<file path="config.mk">
export PLATFORM = sky130hd
export DESIGN_NAME = sensor_responder
export DESIGN_NICKNAME = d
export VERILOG_FILES = /design/src/rtl/sensor_link_pkg.sv /design/src/rtl/responder_guard_timer.sv /design/src/rtl/sensor_responder.sv
export SDC_FILE = /design/constraint.sdc
export NUM_CORES = 1
export LEC_CHECK = 0
export ABC_AREA = 1
export BUFFER_PORTS_ARGS = -buffer_cell sky130_fd_sc_hd__buf_2
export CAP_MARGIN = 20
export CORE_MARGIN = 2
export CORE_UTILIZATION = 52
export CTS_CLUSTER_SIZE = 16
export DETAILED_ROUTE_END_ITERATION = 6
export GPL_ROUTABILITY_DRIVEN = 1
export PLACE_DENSITY = 0.76
export SYNTH_ARGS = -nofsm -noshare
export SYNTH_HDL_FRONTEND = slang
export SYNTH_SLANG_ARGS = --single-unit
</file>
<file path="constraint.sdc">
create_clock -name clock -period 1.3 [get_ports clock]
set_input_delay 0.065 -clock clock [delete_from_list [all_inputs] [get_ports clock]]
set_output_delay 0.065 -clock clock [all_outputs]
set_load 0.02 [all_outputs]
</file>
<file path="src/rtl/sensor_link_pkg.sv">
`default_nettype none
// ============================================================================
// sensor_link_pkg : shared types and keys for the sensor/arbiter link
// Rev 1.0
// ============================================================================
package sensor_link_pkg;

  typedef enum logic [2:0] {
    IDLE       = 3'd0,
    SEND_DATA  = 3'd1,
    WAIT_DATA  = 3'd2,
    SEND_CHECK = 3'd3,
    WAIT_CHECK = 3'd4,
    GUARD      = 3'd5
  } state_t;

  // Normal-response key is shared with the arbiter's checksum test.
  localparam logic [7:0] LINK_CHECK_KEY = 8'h37;
  localparam logic [7:0] LINK_ALARM_KEY = 8'hC8;

  function automatic logic [7:0] check_byte(input logic [7:0] data,
                                            input logic [7:0] key);
    return data ^ key;
  endfunction

endpackage
`default_nettype wire

</file>
<file path="src/rtl/responder_guard_timer.sv">
`default_nettype none
// ============================================================================
// responder_guard_timer : loadable down-counter with zero flag
// Rev 1.0
// ============================================================================
module responder_guard_timer #(
  parameter int WIDTH = 16
) (
  input  logic             clock,
  input  logic             reset,
  input  logic             load,
  input  logic [WIDTH-1:0] load_value,
  input  logic             dec,
  output logic             zero
);

  logic [WIDTH-1:0] count_q;
  logic [WIDTH-1:0] count_d;

  // Load has priority; decrement stops at zero rather than wrapping.
  always_comb begin
    count_d = count_q;
    if (load) begin
      count_d = load_value;
    end else if (dec && (count_q != '0)) begin
      count_d = count_q - 1'b1;
    end
  end

  always_ff @(posedge clock) begin
    if (reset) begin
      count_q <= '0;
    end else begin
      count_q <= count_d;
    end
  end

  assign zero = (count_q == '0);

endmodule
`default_nettype wire

</file>
<file path="src/rtl/sensor_responder.sv">
`default_nettype none
// ============================================================================
// sensor_responder : answers addressed requests with data+check byte packets
//                    and sends one unsolicited alarm packet per alarm edge
// Rev 1.0
// ============================================================================
module sensor_responder
  import sensor_link_pkg::*;
#(
  parameter logic [7:0]  SENSOR_ID   = 8'h01,
  parameter logic [7:0]  CHECK_KEY   = LINK_CHECK_KEY,
  parameter logic [7:0]  ALARM_KEY   = LINK_ALARM_KEY,
  parameter logic [7:0]  ALARM_LEVEL = 8'hF0,
  parameter logic [15:0] GUARD_CLKS  = 16'd870
) (
  input  logic       clock,
  input  logic       reset,
  input  logic       rx_dv,
  input  logic [7:0] rx_byte,
  input  logic       tx_done,
  input  logic       tx_active,
  output logic       tx_dv,
  output logic [7:0] tx_byte,
  input  logic       sensor_valid,
  input  logic [7:0] sensor_value,
  input  logic       alarm_en,
  output logic       busy,
  output logic [7:0] drop_cnt
);

  state_t     state_q,      state_d;
  logic [7:0] sample_q,     sample_d;
  logic       alarm_prev_q, alarm_prev_d;
  logic       pending_q,    pending_d;
  logic [7:0] pkt_q,        pkt_d;
  logic [7:0] key_q,        key_d;
  logic       tx_dv_q,      tx_dv_d;
  logic [7:0] tx_byte_q,    tx_byte_d;
  logic       busy_q,       busy_d;
  logic [7:0] drop_cnt_q,   drop_cnt_d;

  logic alarm_c;
  logic alarm_edge;
  logic req_match;
  logic timer_load;
  logic timer_dec;
  logic timer_zero;

  assign alarm_c    = alarm_en && (sample_q >= ALARM_LEVEL);
  assign alarm_edge = alarm_c && !alarm_prev_q;
  assign req_match  = rx_dv && (rx_byte == SENSOR_ID);

  responder_guard_timer #(
    .WIDTH (16)
  ) u_guard_timer (
    .clock      (clock),
    .reset      (reset),
    .load       (timer_load),
    .load_value (GUARD_CLKS - 16'd1),
    .dec        (timer_dec),
    .zero       (timer_zero)
  );

  always_comb begin
    state_d      = state_q;
    sample_d     = sensor_valid ? sensor_value : sample_q;
    alarm_prev_d = alarm_c;
    pending_d    = pending_q | alarm_edge;
    pkt_d        = pkt_q;
    key_d        = key_q;
    tx_dv_d      = 1'b0;
    tx_byte_d    = tx_byte_q;
    drop_cnt_d   = drop_cnt_q;
    timer_load   = 1'b0;
    timer_dec    = 1'b0;

    if (req_match && (state_q != IDLE) && (drop_cnt_q != 8'hFF)) begin
      drop_cnt_d = drop_cnt_q + 8'd1;
    end

    // Launch strobes are issued on the transition into SEND_*, so tx_dv
    // is high exactly while state_q is SEND_* and the launch was allowed.
    case (state_q)
      IDLE: begin
        if (req_match) begin
          pkt_d     = sample_q;
          key_d     = CHECK_KEY;
          tx_byte_d = sample_q;
          tx_dv_d   = !tx_active;
          state_d   = SEND_DATA;
        end else if (pending_q) begin
          pkt_d     = sample_q;
          key_d     = ALARM_KEY;
          pending_d = alarm_edge;
          tx_byte_d = sample_q;
          tx_dv_d   = !tx_active;
          state_d   = SEND_DATA;
        end
      end
      SEND_DATA: begin
        if (tx_dv_q) begin
          state_d = WAIT_DATA;
        end else if (!tx_active) begin
          tx_dv_d = 1'b1;
        end
      end
      WAIT_DATA: begin
        if (tx_done) begin
          tx_byte_d = check_byte(pkt_q, key_q);
          tx_dv_d   = !tx_active;
          state_d   = SEND_CHECK;
        end
      end
      SEND_CHECK: begin
        if (tx_dv_q) begin
          state_d = WAIT_CHECK;
        end else if (!tx_active) begin
          tx_dv_d = 1'b1;
        end
      end
      WAIT_CHECK: begin
        if (tx_done) begin
          if (GUARD_CLKS == 16'd0) begin
            state_d = IDLE;
          end else begin
            timer_load = 1'b1;
            state_d    = GUARD;
          end
        end
      end
      GUARD: begin
        if (timer_zero) begin
          state_d = IDLE;
        end else begin
          timer_dec = 1'b1;
        end
      end
      default: begin
        state_d = IDLE;
      end
    endcase

    busy_d = (state_d != IDLE);
  end

  always_ff @(posedge clock) begin
    if (reset) begin
      state_q      <= IDLE;
      sample_q     <= 8'h00;
      alarm_prev_q <= 1'b0;
      pending_q    <= 1'b0;
      pkt_q        <= 8'h00;
      key_q        <= 8'h00;
      tx_dv_q      <= 1'b0;
      tx_byte_q    <= 8'h00;
      busy_q       <= 1'b0;
      drop_cnt_q   <= 8'h00;
    end else begin
      state_q      <= state_d;
      sample_q     <= sample_d;
      alarm_prev_q <= alarm_prev_d;
      pending_q    <= pending_d;
      pkt_q        <= pkt_d;
      key_q        <= key_d;
      tx_dv_q      <= tx_dv_d;
      tx_byte_q    <= tx_byte_d;
      busy_q       <= busy_d;
      drop_cnt_q   <= drop_cnt_d;
    end
  end

  assign tx_dv    = tx_dv_q;
  assign tx_byte  = tx_byte_q;
  assign busy     = busy_q;
  assign drop_cnt = drop_cnt_q;

endmodule
`default_nettype wire

</file>
==> run summary, run 1 <==
WHS: 0.00931 ns
Stages on worst setup path: 9
Net Switching: 847 µW
CP Max Fanout: 7
Power per Cell Area: 806 mW/mm²
Largest delay share family, worst path: simple AND/OR/NAND/NOR gates
Max Root-Sink Buffers: 2
Iteration-0 DRC Markers: 112
Vias in the first global route: 2936
DRC: 0
Std-Cell Rows: 27
Crit path launch: u_guard_timer.count_q[1]$_SDFFE_PP0P_
Post-Synthesis Cells: 445
Final instance area: 0.00424 mm²
Failing checks: negative setup slack
Max stage delay on crit path: 0.33 ns
Max cap viols: 0
Initial antenna violation count: 0
Final TNS setup: -1.02 ns
RSZ-0062 raised after global routing: yes
First-pass GRT wire length: 12200 µm
Sequential share of the synthesized area: 38.1%
Origin of the critical flop-to-flop path: u_guard_timer.count_q[1]$_SDFFE_PP0P_
Total Wirelength: 7700 µm
Worst min path class: in -> reg
Wirelength per Cell: 12.3 µm
Clock sink count: 57
Mapped Area: 0.00299 mm²
Clock power frac: 43.3%
Share of layout cells above drive strength 1: 36.9%
GRT Resource Usage Total: 24.3%
Design internal power: 2570 µW
GR Util met2: 41.0%
Clk_skew: 0.00823 ns
Logic pwr share: 4.7%
Syn avg cell area: 6.73 µm²
Global route overflow: 0
Post-synth EDFFs: 0
Biggest area consumer among synthesized cells: dfxtp_1
Critical Path Slowest Stage Cell: dfxtp_2
Grt peak-use layer: met2
Switch share: 24.8%
Critical Path, Cell by Cell: inv_2, ha_4, nand3_4, nor2_4, nand2_4, nand2_8, a21oi_2, nor2_1, nand2_1
Fin nets: 575
Worst slack at placement: -0.0970 ns
Dpl hpwl: 4930 µm
Period utilisation layout: 106%
Synth async-reset ratio: 0%
Final min period: 1.38 ns
Initial Util: 54.0%
Vias per cell: 4.99
H-tree depth: 3
Horiz. Die Dim: 79.9 µm
Met1 GRT Util: 29.7%
Flops & latches, synth: 57
Critical path endpoint: busy$_SDFF_PP0_
Core area: 0.00554 mm²
Root buf cell: clkbuf_8
Synth warn: 0
Final Setup Violations: 36
Fillers: 397
Area of the die: 0.00638 mm²
Setup crit end kind: flip-flop
Fin util: 76.5%
Count of final hold-check violations: 0
WP data arrival: 1.61 ns
Status: finished, violations left
Max-slew headroom: 77.0%
Commonest cells post-synth: 132 x nand2_1, 57 x dfxtp_1, 56 x nor2_1
P_leak: 0.00206 µW
Maximum vdd drop: 0.712 mV
Worst-Margin Slew: 0.344 ns
Largest net degree at the start of global routing: 23
Crit path launch type: flip-flop
Setup Crit Path Kind: reg -> reg
Top cell type's share of synthesized area: 38.1%
Total number of vias: 3129
N_diodes: 0
Layout area overhead: 41.6%
Post-synth top flop: dfxtp_1
Post-synth cell types: 31
Die Y-Extent: 79.9 µm
CP bufs+invs: 1
Final worst setup slack: -0.0787 ns
Max Freq: 725 MHz
Worst reg2reg setup slack: -0.08 ns
Area after DPL: 0.00365 mm²
Clk_lat worst skew: 0.35 ns
I/O Buffers: 40
Clock-pin slew of the registers on the worst-case setup and hold paths: 0.07 ns
Register-to-Register Path Depth: 9
Share of power burned in registers: 52.0%
Crit path required time: 1.53 ns
GR Util met3: 5.32%
Final Slew Violations: 0
Final ANT Viol Nets: 0
Count leader, synth: nand2_1
Net Count, Synth: 470
Area contributors post-synth: dfxtp_1 38%, nand2_1 17%, nor2_1 7.0%
Placer Congestion: 0.847
Num CTS Buffers: 9
IO Pins: 41
Pre-Repair DR Iteration Count: 4
RR Endpoint: busy$_SDFF_PP0_
CTS tree: built
## final cells by class
class | instances | area, µm² | share of cell area [%]
clock inverter | 5 | 30.0 | 0.708
clock buffer | 11 | 141 | 3.34
inverter | 57 | 221 | 5.22
timing repair buffer | 103 | 743 | 17.5
sequential | 57 | 1160 | 27.4
tap | 72 | 90.1 | 2.13
multi-input combinational | 322 | 1850 | 43.7
## worst min-delay path, cell delays in order
cell	delay (ns)
buf_2	0.10
nand4_1	0.10
nor2_1	0.05
## cells in the final DEF (no fill, tap or decap), drive strengths merged
cell	n
ha	2
a21oi	24
dfxtp	57
o21ai	20
o211ai	1
xnor2	11
nand3b	2
buf	94
xor2	5
nand4	6
clkbuf	11
nor3	3
nand2	141
o31ai	1
clkinv	7
dlygate4sd3	9
a31oi	3
nor2	69
nand3	32
nor3b	1
or2	1
inv	55
## logic make-up after synthesis
group	Yosys count	synth area share, %
AO/OA/AOI/OAI	49	8.49
flip-flops	57	38.1
XOR/XNOR	16	4.68
AND/OR/NAND/NOR	254	38.4
buffers and inverters	67	9.49
adder cells (fa/ha/maj)	2	0.836
## power groups by stage
stage / logic (µW) / clock network [µW] / registers [µW]
3_3_place_gp: 129 / 0 / 1820
3_5_place_dp: 130 / 0 / 1820
2_1_floorplan: 68.1 / 0 / 1810
5_1_grt: 181 / 1560 / 1780
6_report: 160 / 1480 / 1780
4_1_cts: 152 / 1480 / 1780
## per-stage QoR
step                      power, µW  cells
final                          3420    627
after global routing           3520    627
after CTS                      3410    625
after detailed placement       1950    596
after global placement         1950    596
after floorplan                1880    445
## layer usage
layer	share of wire, %	up-vias
met2	50	81
met4	1.9	0
li1	-	1601
met3	5.0	16
met1	43	1431
met5	0	-
## repair_timing
action / 4_1_cts / 5_1_grt
cloned: 0 / 1
resized for setup: 20 / 64
setup endpoints to repair: 41 / 43
buffers inserted: 4 / 1
hold buffers: 9 / 0
endpoints found under the hold margin: 9 / 0
pin swaps: 7 / 21
## registers in the layout, summed over array words and instances, names as in the netlist
| signal | cells |
|---|---|
| u_guard_timer.count_q | 16 |
| drop_cnt | 8 |
| pkt_q | 8 |
| sample_q | 8 |
| tx_byte | 8 |
| state_q | 3 |
| key_q | 2 |
| alarm_prev_q | 1 |
| busy | 1 |
| pending_q | 1 |
| tx_dv | 1 |
## worst min path at each step
| stage | startpoint | to | cells after the start |
|---|---|---|---|
| 2_1_floorplan | reset | state_q[2]$_SDFF_PP0_ | 1 |
| 3_3_place_gp | sensor_value[2] | sample_q[2]$_SDFFE_PP0P_ | 3 |
| 3_5_place_dp | sensor_value[6] | sample_q[6]$_SDFFE_PP0P_ | 3 |
| 4_1_cts | alarm_en | alarm_prev_q$_SDFF_PP0_ | 3 |
| 5_1_grt | alarm_en | alarm_prev_q$_SDFF_PP0_ | 3 |
| 6_report | alarm_en | alarm_prev_q$_SDFF_PP0_ | 3 |
No activity file was read; power rests on OpenSTA's default activity.
==> run 2: changes to the inputs <==
- CORE_MARGIN: 2 -> unset
==> run 2 against run 1 <==
Against the previous run:
- the flow still finishes with violations (negative setup slack)
- clock power grew 27%
- register-to-register slack lost 0.05 ns
- critical endpoint is now pkt_q[0]$_SDFFE_PP0P_
- setup slack lost 0.048 ns
- fmax shrank 3.3%
- clock-buffer cell count shrank 2
- hold slack gained 0.0057 ns
- global-route usage grew 2.4 points
- first-iteration DRC count grew 130%
- sequential power is essentially flat
- critical path depth shrank 3
- via count grew 7.7%
- clock skew shrank 0.0021 ns
==> run summary, run 2 (synthesized netlist as in run 1, its figures left out) <==
Setup Crit Path Kind: reg -> reg
Worst min path class: in -> reg
Most common cell after layout, fill and taps aside: nand2_1
Stages on worst setup path: 6
First-pass GRT wire length: 12800 µm
Clock sink count: 57
Vias per cell: 5.25
Critical path endpoint: pkt_q[0]$_SDFFE_PP0P_
Failing checks: negative setup slack
I/O Buffers: 40
Max Root-Sink Buffers: 2
Crit path launch type: flip-flop
Crit path required time: 1.57 ns
Register-to-Register Path Depth: 6
P_leak: 0.00215 µW
Largest net degree at the start of global routing: 18
Worst reg2reg setup slack: -0.13 ns
Clk_lat worst skew: 0.35 ns
Total Wirelength: 9160 µm
CP Max Fanout: 5
Max Freq: 701 MHz
RSZ-0062 raised after global routing: yes
Max cap viols: 0
H-tree depth: 3
Root buf cell: clkbuf_8
Iteration-0 DRC Markers: 254
Commonest cells after routing, fill and taps aside: 114 x nand2_1, 59 x buf_4, 47 x nor2_1, 47 x dfxtp_1, 41 x inv_1
Final Setup Violations: 37
Share of layout cells above drive strength 1: 39.1%
Std-Cell Rows: 27
Critical Path, Cell by Cell: nor3_4, buf_12, nand3_4, nand2_4, nand2_1, a21oi_1
Beginning of the worst hold path: alarm_en
Initial Util: 54.0%
IO Pins: 41
Status: finished, violations left
Horiz. Die Dim: 77.9 µm
Layout Cells excl Fill: 642
Crit path launch: state_q[2]$_SDFF_PP0_
Layout area overhead: 47.5%
Clock-pin slew of the registers on the worst-case setup and hold paths: 0.07 ns
Origin of the critical flop-to-flop path: state_q[2]$_SDFF_PP0_
DRC: 0
Num CTS Buffers: 9
Initial antenna violation count: 0
GRT Resource Usage Total: 26.7%
Max FFs per register: 16
Max stage delay on crit path: 0.37 ns
Largest delay share family, worst path: simple AND/OR/NAND/NOR gates
Dpl hpwl: 4980 µm
Clk_skew: 0.00616 ns
Power per Cell Area: 869 mW/mm²
RR Endpoint: pkt_q[0]$_SDFFE_PP0P_
Count of final hold-check violations: 0
Post-Place Cells: 604
CP bufs+invs: 1
Pre-Repair DR Iteration Count: 5
Global route overflow: 0
N_diodes: 0
Total number of vias: 3371
Final worst setup slack: -0.126 ns
Die Y-Extent: 77.9 µm
Worst-Margin Slew: 0.356 ns
Vias in the first global route: 3019
Core area: 0.00554 mm²
Setup crit end kind: flip-flop
Period utilisation layout: 110%
Final min period: 1.43 ns
Max-slew headroom: 76.2%
Final Slew Violations: 0
WHS: 0.0151 ns
Maximum vdd drop: 0.601 mV
Area of the die: 0.00606 mm²
Wirelength per Cell: 14.3 µm
WP data arrival: 1.69 ns
CTS tree: built
Fin nets: 590
Final ANT Viol Nets: 0
Fillers: 367
Register with the most flip-flops: u_guard_timer.count_q
Tot Pwr: 3840 µW
Placer Congestion: 0.820
Critical Path Slowest Stage Cell: dfxtp_4
==> run 2: cell types whose count changed in the layout (fill, tap and decap cells not counted), moves of 3 or more <==
cell,previous run,this run
nor2_4,8,5
buf_4,48,59
buf_6,2,5
inv_2,7,11
nor2_1,43,47
inv_1,45,41
o21ai_0,17,10
o21ai_2,0,8
nand3_2,7,3
nand3_1,22,26
==> run 2: timing repair <==
| action | in CTS | in global routing |
|---|---|---|
| pin swaps | 2 | 30 |
| gates resized for setup | 29 | 62 |
| endpoints found under the hold margin | 14 | 0 |
| setup endpoints to repair | 35 | 40 |
| setup buffers | 4 | 7 |
| cloned | 0 | 2 |
| hold buffers | 10 | 0 |
==> run 2: per-layer routing <==
layer	up-vias	wire length [µm]	share of wire, %	track usage, %
met2	160	4630	51	48.1
met3	41	581	6.3	5.18
met4	0	353	3.9	10.6
met5	-	0	0	0
li1	1630	-	-	-
met1	1540	3590	39	30.8
==> run 2: stage by stage <==
stage	area [µm²]	TNS, ns	utilization (%)	worst slack, ns
after floorplan	3050	-0.134	-	-0.0515
after global placement	3710	-1.04	66.9	-0.111
after detailed placement	3710	-1.80	66.9	-0.113
after CTS	4140	-0.422	74.6	-0.0598
after global routing	4410	-5.00	79.7	-0.225
final	4410	-2.11	79.7	-0.126
==> run 2: where the power goes <==
part	internal (µW)	leakage, µW	switching, µW
registers	1760	0.000467	24.7
logic	85.5	0.00157	93.1
clock network	1080	0.000110	800
total	2920	0.00215	917
==> run 2: layout make-up <==
| class | instances | area (µm²) | share of cell area (%) |
|---|---|---|---|
| multi-input cells | 322 | 1840 | 41.6 |
| flip-flops and latches | 57 | 1160 | 26.4 |
| repair buffers | 118 | 885 | 20.0 |
| inverters | 57 | 221 | 5.02 |
| clock buffers | 9 | 124 | 2.81 |
| clock inverters | 7 | 92.6 | 2.10 |
| well taps | 72 | 90.1 | 2.04 |
==> run 2: tightest hold or removal path: stages <==
cell     delay (ns)
buf_2          0.10
nand4_1        0.11
nor2_1         0.05
==> run 2: worst min path at each step <==
stage / end / slack, ns / depth (start not counted)
finish: alarm_prev_q$_SDFF_PP0_ / 0.02 / 3
global route: alarm_prev_q$_SDFF_PP0_ / 0.03 / 3
CTS: alarm_prev_q$_SDFF_PP0_ / 0.01 / 3
detailed placement: sample_q[1]$_SDFFE_PP0P_ / 0.29 / 3
global placement: sample_q[2]$_SDFFE_PP0P_ / 0.29 / 3
floorplan: state_q[2]$_SDFF_PP0_ / 0.15 / 1
